--- src/rtl/freq_scan_ctrl_if.sv ---
// freq_scan_ctrl_if: signal bundle between the Pmod pins/readout logic and
// the frequency scan sequencer.
//   master : drives IN, START, CONTINUOUS, CH_MASK (and IRQ_CLR); observes results
//   slave  : the sequencer itself
// Optional macro FREQ_SCAN_IRQ_EN adds IRQ_CLR / IRQ.
interface freq_scan_ctrl_if #(
   parameter int NUM_CH = 4,
   parameter int CNT_W  = 12,
   parameter int CH_W   = 2
);
   logic [NUM_CH-1:0] IN;
   logic              START;
   logic              CONTINUOUS;
   logic [NUM_CH-1:0] CH_MASK;
   logic              BUSY;
   logic [CNT_W-1:0]  FREQ;
   logic [CH_W-1:0]   CH_ID;
   logic              FREQ_VALID;
   logic              OVERFLOW;
   logic              DONE;
`ifdef FREQ_SCAN_IRQ_EN
   logic              IRQ_CLR;
   logic              IRQ;
`endif

   modport master (
      output IN, START, CONTINUOUS, CH_MASK,
      input  BUSY, FREQ, CH_ID, FREQ_VALID, OVERFLOW, DONE
`ifdef FREQ_SCAN_IRQ_EN
      , output IRQ_CLR, input IRQ
`endif
   );

   modport slave (
      input  IN, START, CONTINUOUS, CH_MASK,
      output BUSY, FREQ, CH_ID, FREQ_VALID, OVERFLOW, DONE
`ifdef FREQ_SCAN_IRQ_EN
      , input IRQ_CLR, output IRQ
`endif
   );
endinterface

--- src/rtl/freq_scan_ctrl.sv ---
// freq_scan_ctrl: time-shares one gated edge counter across NUM_CH inputs,
// stepping through enabled channels in ascending order and publishing one
// tagged count per GATE_TICKS-cycle window.
// Ports:
//   CLK  system clock (rising edge)
//   RST  asynchronous active-high reset
//   bus  freq_scan_ctrl_if.slave (IN, START, CONTINUOUS, CH_MASK in;
//        BUSY, FREQ, CH_ID, FREQ_VALID, OVERFLOW, DONE out)
// Optional macro FREQ_SCAN_IRQ_EN: IRQ set on DONE or on an overflowed
// result, cleared by IRQ_CLR (set wins).
//
// state  | meaning
// IDLE   | waiting for START with a nonzero CH_MASK
// SETTLE | 3 cycles flushing synchronizer/last flop after a mux change
// GATE   | GATE_TICKS cycles counting rising edges of the selected input
// STORE  | result published (FREQ_VALID high); pick next channel
module freq_scan_ctrl #(
   parameter int NUM_CH     = 4,
   parameter int GATE_TICKS = 10000,
   parameter int CNT_W      = 12,
   parameter int CH_W       = 2
) (
   input logic               CLK,
   input logic               RST,
   freq_scan_ctrl_if.slave   bus
);
   localparam int TMR_W = (GATE_TICKS > 4) ? $clog2(GATE_TICKS) : 2;
   localparam logic [TMR_W-1:0] SETTLE_LOAD = TMR_W'(2);
   localparam logic [TMR_W-1:0] GATE_LOAD   = TMR_W'(GATE_TICKS - 1);

   typedef enum logic [1:0] {S_IDLE, S_SETTLE, S_GATE, S_STORE} state_t;

   state_t             state_q, state_d;
   logic [TMR_W-1:0]   tmr_q, tmr_d;
   logic [NUM_CH-1:0]  mask_q, mask_d;
   logic [CH_W-1:0]    ch_q, ch_d;
   logic [CNT_W-1:0]   cnt_q, cnt_d;
   logic               ovf_q, ovf_d;
   logic               sync1_q, sync1_d, sync2_q, sync2_d, last_q, last_d;
   logic [CNT_W-1:0]   freq_q, freq_d;
   logic [CH_W-1:0]    ch_id_q, ch_id_d;
   logic               ovf_out_q, ovf_out_d;
   logic               freq_valid_q, freq_valid_d;
   logic               done_q, done_d;
   logic               irq_q, irq_d;

   logic [2**CH_W-1:0] in_ext;
   logic [CH_W-1:0]    low_ch, nxt_ch;
   logic               nxt_found;
   logic               edge_det;

   // Zero-pad so the mux index is always in range when 2**CH_W > NUM_CH.
   always_comb begin
      in_ext = '0;
      in_ext[NUM_CH-1:0] = bus.IN;
   end

   // Descending scans leave the lowest qualifying index in the result.
   always_comb begin
      low_ch    = '0;
      nxt_ch    = '0;
      nxt_found = 1'b0;
      for (int i = NUM_CH - 1; i >= 0; i--) begin
         if (bus.CH_MASK[i]) low_ch = CH_W'(i);
         if (mask_q[i] && (i > int'(ch_q))) begin
            nxt_found = 1'b1;
            nxt_ch    = CH_W'(i);
         end
      end
   end

   assign edge_det = sync2_q & ~last_q;

   always_comb begin
      state_d      = state_q;
      tmr_d        = tmr_q;
      mask_d       = mask_q;
      ch_d         = ch_q;
      cnt_d        = cnt_q;
      ovf_d        = ovf_q;
      freq_d       = freq_q;
      ch_id_d      = ch_id_q;
      ovf_out_d    = ovf_out_q;
      freq_valid_d = 1'b0;
      done_d       = 1'b0;
      sync1_d      = in_ext[ch_q];
      sync2_d      = sync1_q;
      last_d       = sync2_q;

      case (state_q)
         S_IDLE: begin
            if (bus.START && (|bus.CH_MASK)) begin
               mask_d  = bus.CH_MASK;
               ch_d    = low_ch;
               tmr_d   = SETTLE_LOAD;
               state_d = S_SETTLE;
            end
         end
         S_SETTLE: begin
            if (tmr_q == '0) begin
               tmr_d   = GATE_LOAD;
               cnt_d   = '0;
               ovf_d   = 1'b0;
               state_d = S_GATE;
            end else begin
               tmr_d = tmr_q - 1'b1;
            end
         end
         S_GATE: begin
            if (edge_det) begin
               if (cnt_q == '1) ovf_d = 1'b1;
               else             cnt_d = cnt_q + 1'b1;
            end
            if (tmr_q == '0) begin
               // Publish on entry to STORE so FREQ_VALID lines up with STORE.
               freq_d       = cnt_d;
               ch_id_d      = ch_q;
               ovf_out_d    = ovf_d;
               freq_valid_d = 1'b1;
               state_d      = S_STORE;
            end else begin
               tmr_d = tmr_q - 1'b1;
            end
         end
         S_STORE: begin
            if (nxt_found) begin
               ch_d    = nxt_ch;
               tmr_d   = SETTLE_LOAD;
               state_d = S_SETTLE;
            end else if (bus.CONTINUOUS && (|bus.CH_MASK)) begin
               mask_d  = bus.CH_MASK;
               ch_d    = low_ch;
               tmr_d   = SETTLE_LOAD;
               state_d = S_SETTLE;
            end else begin
               mask_d  = bus.CONTINUOUS ? bus.CH_MASK : mask_q;
               done_d  = 1'b1;
               state_d = S_IDLE;
            end
         end
         default: state_d = S_IDLE;
      endcase

`ifdef FREQ_SCAN_IRQ_EN
      irq_d = irq_q;
      if (bus.IRQ_CLR) irq_d = 1'b0;
      if (done_d || (freq_valid_d && ovf_out_d)) irq_d = 1'b1;
`else
      irq_d = 1'b0;
`endif
   end

   always_ff @(posedge CLK or posedge RST) begin
      if (RST) begin
         state_q      <= S_IDLE;
         tmr_q        <= '0;
         mask_q       <= '0;
         ch_q         <= '0;
         cnt_q        <= '0;
         ovf_q        <= 1'b0;
         sync1_q      <= 1'b0;
         sync2_q      <= 1'b0;
         last_q       <= 1'b0;
         freq_q       <= '0;
         ch_id_q      <= '0;
         ovf_out_q    <= 1'b0;
         freq_valid_q <= 1'b0;
         done_q       <= 1'b0;
         irq_q        <= 1'b0;
      end else begin
         state_q      <= state_d;
         tmr_q        <= tmr_d;
         mask_q       <= mask_d;
         ch_q         <= ch_d;
         cnt_q        <= cnt_d;
         ovf_q        <= ovf_d;
         sync1_q      <= sync1_d;
         sync2_q      <= sync2_d;
         last_q       <= last_d;
         freq_q       <= freq_d;
         ch_id_q      <= ch_id_d;
         ovf_out_q    <= ovf_out_d;
         freq_valid_q <= freq_valid_d;
         done_q       <= done_d;
         irq_q        <= irq_d;
      end
   end

   assign bus.BUSY       = (state_q != S_IDLE);
   assign bus.FREQ       = freq_q;
   assign bus.CH_ID      = ch_id_q;
   assign bus.FREQ_VALID = freq_valid_q;
   assign bus.OVERFLOW   = ovf_out_q;
   assign bus.DONE       = done_q;
`ifdef FREQ_SCAN_IRQ_EN
   assign bus.IRQ        = irq_q;
`else
   logic unused_irq;
   assign unused_irq = irq_q;
`endif
endmodule

--- src/flat_wrapper.sv ---
// flat-port wrapper written by rule: the top's interface ports become plain ports
module freq_scan_ctrl_flat 
#(
   parameter int NUM_CH     = 4,
   parameter int GATE_TICKS = 10000,
   parameter int CNT_W      = 12,
   parameter int CH_W       = 2
)
  (CLK, RST, bus_IN, bus_START, bus_CONTINUOUS, bus_CH_MASK, bus_BUSY, bus_FREQ, bus_CH_ID, bus_FREQ_VALID, bus_OVERFLOW, bus_DONE);
  freq_scan_ctrl_if #(.NUM_CH(NUM_CH), .CNT_W(CNT_W), .CH_W(CH_W)) bus_i ();
  input logic CLK;
  input logic RST;
  input wire logic [$bits(bus_i.IN)-1:0] bus_IN;
  input wire logic [$bits(bus_i.START)-1:0] bus_START;
  input wire logic [$bits(bus_i.CONTINUOUS)-1:0] bus_CONTINUOUS;
  input wire logic [$bits(bus_i.CH_MASK)-1:0] bus_CH_MASK;
  output wire logic [$bits(bus_i.BUSY)-1:0] bus_BUSY;
  output wire logic [$bits(bus_i.FREQ)-1:0] bus_FREQ;
  output wire logic [$bits(bus_i.CH_ID)-1:0] bus_CH_ID;
  output wire logic [$bits(bus_i.FREQ_VALID)-1:0] bus_FREQ_VALID;
  output wire logic [$bits(bus_i.OVERFLOW)-1:0] bus_OVERFLOW;
  output wire logic [$bits(bus_i.DONE)-1:0] bus_DONE;
  assign bus_i.IN = bus_IN;
  assign bus_i.START = bus_START;
  assign bus_i.CONTINUOUS = bus_CONTINUOUS;
  assign bus_i.CH_MASK = bus_CH_MASK;
  assign bus_BUSY = bus_i.BUSY;
  assign bus_FREQ = bus_i.FREQ;
  assign bus_CH_ID = bus_i.CH_ID;
  assign bus_FREQ_VALID = bus_i.FREQ_VALID;
  assign bus_OVERFLOW = bus_i.OVERFLOW;
  assign bus_DONE = bus_i.DONE;
  freq_scan_ctrl #(.NUM_CH(NUM_CH), .GATE_TICKS(GATE_TICKS), .CNT_W(CNT_W), .CH_W(CH_W)) u_core (.CLK(CLK), .RST(RST), .bus(bus_i));
endmodule
--- config.mk ---
export PLATFORM = sky130hd
export DESIGN_NAME = freq_scan_ctrl_flat
export DESIGN_NICKNAME = d
export VERILOG_FILES = /design/src/rtl/freq_scan_ctrl_if.sv /design/src/rtl/freq_scan_ctrl.sv /design/src/flat_wrapper.sv
export SDC_FILE = /design/constraint.sdc
export NUM_CORES = 1
export LEC_CHECK = 0
export CAP_MARGIN = 20
export CELL_PAD_IN_SITES_DETAIL_PLACEMENT = 0
export CELL_PAD_IN_SITES_GLOBAL_PLACEMENT = 2
export CORE_ASPECT_RATIO = 1.5
export CORE_MARGIN = 2
export CORE_UTILIZATION = 38
export DETAILED_ROUTE_END_ITERATION = 10
export PLACE_DENSITY = 0.91
export RECOVER_POWER = 50
export SLEW_MARGIN = 20
export SYNTH_ARGS = -nofsm -noshare
export SYNTH_HDL_FRONTEND = slang
export SYNTH_SLANG_ARGS = --single-unit
--- constraint.sdc ---
create_clock -name CLK -period 5.7 [get_ports CLK]
set_input_delay 1.14 -clock CLK [delete_from_list [all_inputs] [get_ports CLK]]
set_output_delay 1.14 -clock CLK [all_outputs]
set_load 0.02 [all_outputs]
# [Word level (Yosys, flattened, before mapping)]
# Index checks and enable logic that the tools add are counted.
[word_totals] out_inout_bits=18 word_cells=96 regBits=55 inputBits=12
[classes] magnitude_cmp=4 reduce_logical=17 bitwise_logic=2 mux=46 n_addsub=2 n_eq_ne=11
[op_table] operator="$mux 14" count=5
[op_table] operator="$pmux 14 s4" count=1
[op_table] operator="$mux 12" count=3
[op_table] operator="$mux 2" count=14
[op_table] operator="$pmux 12 s2" count=1
[op_table] operator="$mux 4" count=4
[op_table] operator="$logic_not 14->1" count=1
[op_table] operator="$sub 14x1->14 const B" count=1
[op_table] operator="$mux 1" count=13
[op_table] operator="$add 12x1->12 const B" count=1
[op_table] operator="$eq 12x12->1 const B" count=1
[op_table] operator="$reduce_and 3->1" count=3
[op_table] operator="$pmux 2 s4" count=1
[op_table] operator="$pmux 4 s2" count=1
[op_table] operator="$ne 2x1->1 const B" count=3
[op_table] operator="$reduce_bool 2->1" count=3
[op_table] operator="$logic_and 1x1->1" count=5
[op_table] operator="$eq 2x2->1 const B" count=2
[op_table] operator="$gt 2x2->1 const A" count=2
[op_table] operator="$ne 2x2->1 const B" count=2
[op_table] operator="$pmux 2 s2" count=1
[op_table] operator="$reduce_and 2->1" count=2
[op_table] operator="$reduce_and 4->1" count=1
[op_table] operator="$reduce_or 4->1" count=1
[op_table] operator="other kinds (10)" count=10

# [Logic depth before layout (Yosys ltp)]
[logic_depth] word_depth=7 ltp_mapped=10 depth_no_buf=8

# [Least setup slack after synthesis]
# No wires, ideal clock.
[synth_timing] path_kind="in2reg" from="input port bus_CH_MASK[3]" to="register u_core.tmr_q[12]" n_path_buf=1 setup_time_ps=118 slack_ps=2961 arrival_ps=2621 stages=6 t_required_ps=5582 cell_sequence="or4_1 > a21oi_1 > a31o_2 > clkbuf_1 > nor3_1 > a21o_1"
[synth_via] elab_chain_len=4 word_cells_on_any_way=6 classes_between="eq/ne (2); reduce/logical (4)"
[synth_rtl] element="start, declared" line_no="flat_wrapper.sv:16" source="input wire logic [$bits(bus_i.CH_MASK)-1:0] bus_CH_MASK;"
[synth_rtl] element="$reduce_or 4->1 *" line_no="freq_scan_ctrl.sv:92, freq_scan_ctrl.sv:130"
[synth_rtl] element="$logic_and 1x1->1 (on tied branches)" line_no="freq_scan_ctrl.sv:130, freq_scan_ctrl.sv:92"
[synth_rtl] element="$ne 3x1->1 (no source line) or $ne 2x1->1 (tied branches)"
[synth_rtl] element="$reduce_and 3->1 (no source line) *"
[synth_rtl] element="end signal, assigned" line_no="freq_scan_ctrl.sv:172" source="tmr_q <= tmr_d;"
[synth_rtl] element="end, declared" line_no="freq_scan_ctrl.sv:34" source="logic [TMR_W-1:0] tmr_q, tmr_d;"
# Mark *: on every way between the ends. The rest lies on a longest branch, timed or not.
# A chain may end at the register's enable or synchronous reset.

# [Final worst setup path]
[layout_timing] from="input port bus_CH_MASK[3]" to="register u_core.tmr_q[4]"
# Same word-level chain as after synthesis.

==> results.py <==
metrics = {
    "floorplanning": {
        "start_util_pct": 39.2,
        "dieArea_um2": 9020,
        "die_w_um": 78.2,
        "rows": 40,
        "pin_count": 30,
        "die_h_um": 115,
        "coreArea_um2": 8010,
    },
    "layout": {
        "final_cell_mix": "dfrtp_1 (54), nand2_1 (35), o21ai_0 (30)",
        "instances_no_fill": 477,
        "antennaDiodeCount": 0,
        "fill_cells": 806,
        "final_common_cell": "dfrtp_1",
        "drive_above_1_share_pct": 5.38,
        "synthToLayoutAreaGrowth_pct": 16.7,
        "finalNetCount": 391,
    },
    "setup_path": {
        "r2r_start": "u_core.tmr_q[0]",
        "cp_top_family": "compound AO/OA/AOI/OAI gates",
        "start_kind": "input pin",
        "worstPathRequired_ns": 5.88,
        "cp-endpoint": "u_core.tmr_q[4]",
        "crit_fanout": 16,
        "slowest_stage": "dlygate4sd3_1",
        "startpoint": "bus_CH_MASK[3]",
        "crit_type": "in2reg",
        "path_cells": "dlygate4sd3_1 > or4_1 > a21oi_1 > a31o_2 > nor2_1 > a32o_1",
        "crit_buf_inv": 1,
        "cp.depth": 6,
        "worstSetupEndpointType": "flip-flop",
        "r2r_end": "u_core.tmr_q[4]",
        "ff2ff_path_depth": 7,
        "arrival_ns": 3.40,
        "r2r_slack_ns": 2.53,
        "critical_path.max_stage_delay_ns": 0.58,
    },
    "routing": {
        "drt_iter0_drc": 140,
        "met2_length_um": 4440,
        "antenna_left": 0,
        "wire_per_inst_um": 17.0,
        "wl_um": 8120,
        "wl_met3_um": 238,
        "firstDrtPassIters": 5,
        "vias_per_cell": 5.98,
        "wl_met1_um": 3320,
        "num_vias": 2851,
        "drc": 0,
        "highest_layer": "met4",
    },
    "clock_network": {
        "cts_setup_buffers": 0,
        "cts_resized": 0,
        "cts_tree": "done",
        "clock_latency_ns": 0.29,
        "clk_path_buf_depth": 2,
        "clock_sinks": 54,
        "clk_pin_slew_ns": 0.07,
        "cts_buffers": 5,
        "postCtsHoldBufs": 0,
        "cts-root-buf": "clkbuf_16",
        "htreeDepth": 2,
    },
    "synthesis": {
        "synth_seq_area_share_pct": 43.1,
        "avgSynthCellArea_um2": 9.07,
        "async_reset_ff_share_pct": 100,
        "synth_flop_cell": "dfrtp_1",
        "synth-edff-count": 0,
        "synth_fp_nets": 365,
        "ys_ff_latch": 54,
        "synth_area_um2": 3140,
        "synthCells": 346,
        "ys_types": 60,
        "synth_warnings": 0,
    },
    "timing": {
        "fin_tns_setup_ns": 0,
        "hold_viol_final": 0,
        "drv_slew": 0,
        "finalCritPeriodShare_pct": 56.5,
        "fin_skew_ns": 0.00740,
        "setup_viol": 0,
        "worst_pin_slew_ns": 0.857,
        "period_minus_slack_ns": 3.22,
        "slew_headroom_pct": 42.4,
        "grt_setup_unrepaired": "false",
        "fmax_mhz": 310,
    },
    "global_route": {
        "grt_max_degree": 55,
        "grt-ovfl-total": 0,
        "grt_pass1_wl_um": 13900,
        "grt_pass1_vias": 2831,
        "grt_antenna_before_repair": 0,
        "grt_usage_pct": 19.6,
    },
    "place": {
        "place_inst": 470,
        "portBuffers": 29,
        "gp_congestion": 0.812,
        "hpwl_um": 5810,
    },
    "hold_path": {
        "hold_start": "u_core.sync1_q",
        "hold_class": "reg2reg",
    },
    "pwr": {
        "power_leakage_nw": 1.50,
        "ir_drop_v": 0.000299,
        "power_density_nw_per_um2": 564,
    },
    "job": {
        "max_cap_viol_count": 0,
    },
    "status": {
        "outcome": "completed",
    },
}
stage by stage:
step                instance area (um2)  hold WS (ns)  total power, W  utilization, %  setup slack [ns]
floorplan                          3140         0.331         0.00144               -              2.96
global placement                   3520         0.331         0.00177            44.0              2.35
detailed placement                 3520         0.345         0.00177            44.0              2.29
CTS                                3660         0.358         0.00208            45.7              2.50
global route                       3660         0.369         0.00224            45.7              2.25
finish                             3660         0.355         0.00206            45.7              2.48
cell families (layout without fill, tap and decap cells):
group           after synthesis  count (layout)  synth area share (%)
compound gates              107             107                  23.0
xor+xnor                      3               3                 0.837
fa+ha+maj                     7               7                  2.79
buf+inv                      28              54                  3.63
flops                        54              54                  43.1
mux                           7               7                  2.75
simple gates                140             140                  23.9
cell type report:
type | count | area [um2] | area share (%)
Clock buffer | 6 | 129 | 3.52
Clock inverter | 1 | 7.51 | 0.205
Inverter | 15 | 56.3 | 1.54
Multi-Input combinational cell | 264 | 1670 | 45.7
Sequential cell | 54 | 1350 | 36.9
Tap cell | 105 | 131 | 3.59
Timing Repair Buffer | 32 | 313 | 8.54
routing by layer:
layer,vias to the layer above,track usage (%)
met5,-,0
met4,0,8.54
met3,9,2.51
met2,65,34.9
met1,1418,23.6
li1,1359,-
where the power goes:
part,leakage [nW],switching [W],total (W),internal (W)
Clock,0.0629,0.000141,0.000302,0.000161
Sequential,0.710,0.000119,0.000624,0.000505
Combinational,0.723,0.000719,0.00114,0.000418
Total,1.50,0.000980,0.00206,0.00108
registers in the layout, summed over array words and instances, names as in the netlist:
name,flops
u_core.bus.FREQ,12
u_core.ch_q,2
u_core.mask_q,3
u_core.bus.CH_ID,2
u_core.cnt_q,12
u_core.state_q,2
u_core.bus.FREQ_VALID,1
u_core.tmr_q,14
u_core.ovf_q,1
u_core.last_q,1
u_core.last_d,1
u_core.bus.DONE,1
u_core.sync1_q,1
u_core.bus.OVERFLOW,1
worst reg2reg max path, stage by stage (launching register included):
cell and delay [ns]:
dfrtp_1 0.42, inv_1 0.07, ha_1 0.21, nor4b_2 0.59
nand4_1 0.59, inv_1 0.72, nor2_1 0.17, a32o_1 0.29
how the worst min path moves through the flow:
stage / to / slack (ns) / depth (start not counted)
global route: u_core.last_d / 0.37 / 0
CTS: u_core.last_d / 0.36 / 0
floorplan: u_core.last_d / 0.33 / 0
global placement: u_core.last_d / 0.33 / 0
detailed placement: u_core.last_d / 0.35 / 0
finish: u_core.last_d / 0.35 / 0
cell usage after synthesis, types with 3 or more instances:
library cell	instances	share of area, %
a21oi_1	21	3.3
a31oi_1	8	1.6
and3_1	4	0.80
and4_1	3	0.84
clkbuf_1	11	1.3
dfrtp_1	54	43
ha_1	7	2.8
inv_1	15	1.8
mux2_2	3	1.1
mux2i_1	3	0.96
nand2_1	35	4.2
nand2b_1	4	0.80
nand3_1	13	2.1
nand4_1	5	1.0
nor2_1	25	3.0
nor2b_1	4	0.80
nor3_1	17	2.7
nor4_1	6	1.2
o211ai_1	4	0.96
o21a_1	3	0.72
o21ai_0	30	4.8
o21ai_1	3	0.48
o311ai_0	3	0.84
o31ai_1	8	1.9
o32a_1	3	0.96
or3_1	4	0.80
or4_1	8	1.9
Power figures use the tool's default switching activity.
==> RTL change (same settings) <==
`CNT_W` is set to 12 in 3 places; all go to 6.
--- a/src/rtl/freq_scan_ctrl_if.sv
+++ b/src/rtl/freq_scan_ctrl_if.sv
@@ -5,7 +5,7 @@
 // Optional macro FREQ_SCAN_IRQ_EN adds IRQ_CLR / IRQ.
 interface freq_scan_ctrl_if #(
    parameter int NUM_CH = 4,
-   parameter int CNT_W  = 12,
+   parameter int CNT_W  = 6,
    parameter int CH_W   = 2
 );
    logic [NUM_CH-1:0] IN;
--- a/src/rtl/freq_scan_ctrl.sv
+++ b/src/rtl/freq_scan_ctrl.sv
@@ -17,7 +17,7 @@
 module freq_scan_ctrl #(
    parameter int NUM_CH     = 4,
    parameter int GATE_TICKS = 10000,
-   parameter int CNT_W      = 12,
+   parameter int CNT_W      = 6,
    parameter int CH_W       = 2
 ) (
    input logic               CLK,
--- a/src/flat_wrapper.sv
+++ b/src/flat_wrapper.sv
@@ -3,7 +3,7 @@
 #(
    parameter int NUM_CH     = 4,
    parameter int GATE_TICKS = 10000,
-   parameter int CNT_W      = 12,
+   parameter int CNT_W      = 6,
    parameter int CH_W       = 2
 )
   (CLK, RST, bus_IN, bus_START, bus_CONTINUOUS, bus_CH_MASK, bus_BUSY, bus_FREQ, bus_CH_ID, bus_FREQ_VALID, bus_OVERFLOW, bus_DONE);
Ports: changed (resized bus_FREQ); port bits go from 30 to 24. No check against the original RTL was run, so the function may have changed too.
==> RTL change against the unedited design <==
- worst setup slack worse by 310 ps
- cell area is 23% lower
- final cell count is 27% lower
- first-iteration DRC count is 51% lower
- area after synthesis is 21% lower
- via count is 31% lower
- routed wire length is 32% lower
- power is 24% lower
- die area is 21% lower
- the run now ends with capacitance limit, slew limit left
- synthesized cell count is 27% lower
- sequential cell count is 12 lower
- core utilization is 1.8 points lower
==> RTL change: results (changes against the unedited design) <==
[detailed_routing]
wl_met1_mm=2.33  ; -30%
wl_per_cell_um=15.9  ; -6.8%
met2_length_mm=2.91  ; -34%
top_layer=met4
dr_wl_met3_um=146  ; -39%
drt_iter0_drc=69  ; -51%
post-route-drc-count=0  ; unchanged
vias=1981  ; -31%
dr.pass1.iters=4  ; -1

[logic_synthesis]
async_flop_share_pct=100  ; unchanged
yosys-top-cells-area=dfrtp_1 43%, a21oi_1 5.5%, o31ai_1 4.3%
synth_top_cells_by_count=42 x dfrtp_1, 27 x a21oi_1, 18 x nor2_1
yosys_warnings=0  ; unchanged
syn_nets=272  ; -25%
netlist_instances=253  ; -27%
ys.flop_type=dfrtp_1

[status]
violations=capacitance limit, slew limit
outcome=finished, violations left

[critical_path]
crit_path_start=RST
cp_slowest_cell=clkbuf_1
path_max_fanout=42  ; +26
critical_path.top_delay_family=buffers and inverters
worst-r2r-setup-slack_ps=3030  ; +500 ps
critPathCapture=u_core.tmr_q[2]$_DFFE_PP0P_
crit_path_max_incr_delay_ps=1700  ; +1120 ps
crit_arrival_ps=3440  ; +40 ps
critPathKind=in2async
r2r_end=u_core.bus.CH_ID[0]$_DFFE_PP0P_

[power_and_ir_drop]
switching_share_pct=44.2  ; -3.3 points
worst_ir_drop_vdd_uv=264  ; -12%
clock_power_w=0.000202  ; -33%
p_leak_nw=1.21  ; -19%
power_frac_seq_pct=31.3  ; +1.0 points
p_per_area_nw_per_um2=555  ; -1.5%

[global_route]
grt_usage_pct=16.5  ; -3.0 points
grt_pass1_vias=2004  ; -29%
grt_start_max_net_pins=43  ; -22%
grt_pass1_wl_mm=9.50  ; -32%
grt_use_met1_pct=18.2  ; -5.3 points
use_met2_pct=31.2  ; -3.7 points
grt_use_met3_pct=2.44  ; -0.068 points

[layout]
final_cells=349  ; -27%
layout.nets=291  ; -26%
drive_gt1_share_pct=9.52  ; +4.1 points

[place]
port-buffer-count=23  ; -21%
dp_hpwl_mm=3.83  ; -34%
place_ws_ps=2090  ; -203 ps
gp_congestion=0.779  ; -4.0%
dp.cells=341  ; -27%
placed_area_um2=2730  ; -23%

[clock_tree]
clk_pin_slew_ps=90  ; +20 ps
cts_root_buffer=clkbuf_8

[job]
drv_cap=1  ; +1

[min_path]
hold_end=u_core.last_d$_DFF_PP0_

[timing]
fmax_mhz=283  ; -8.8%
slew_viol_final=43  ; +43
skew_ps=10.1  ; +2.68 ps
relSlewSlack_pct=-59.9  ; -100 points
hold_slack_ps=342  ; -12.4 ps

RTL change: cell types whose count changed in the layout (fill, tap and decap cells not counted), sizes merged, moves of 7 or more:
cell | before | now
nand2 | 35 | 14
dfrtp | 54 | 42
o21ai | 33 | 12
nor3 | 17 | 8
nor2 | 25 | 18
mux2 | 3 | 10
RTL change: cell families after synthesis:
family | Yosys count | synth area share [%]
simple gates | 87 | 20.5
compound gates | 78 | 21.5
flops | 42 | 42.6
buf+inv | 25 | 5.23
mux | 13 | 6.29
fa+ha+maj | 7 | 3.55
xor+xnor | 1 | 0.355
RTL change: final cells by class:
| type | count | area, µm² |
|---|---|---|
| Fill cell | 630 | 3580 |
| Multi-Input combinational cell | 186 | 1280 |
| Sequential cell | 42 | 1050 |
| Timing Repair Buffer | 26 | 249 |
| Tap cell | 76 | 95.1 |
| Clock buffer | 7 | 86.3 |
| Inverter | 11 | 41.3 |
| Clock inverter | 1 | 5.00 |
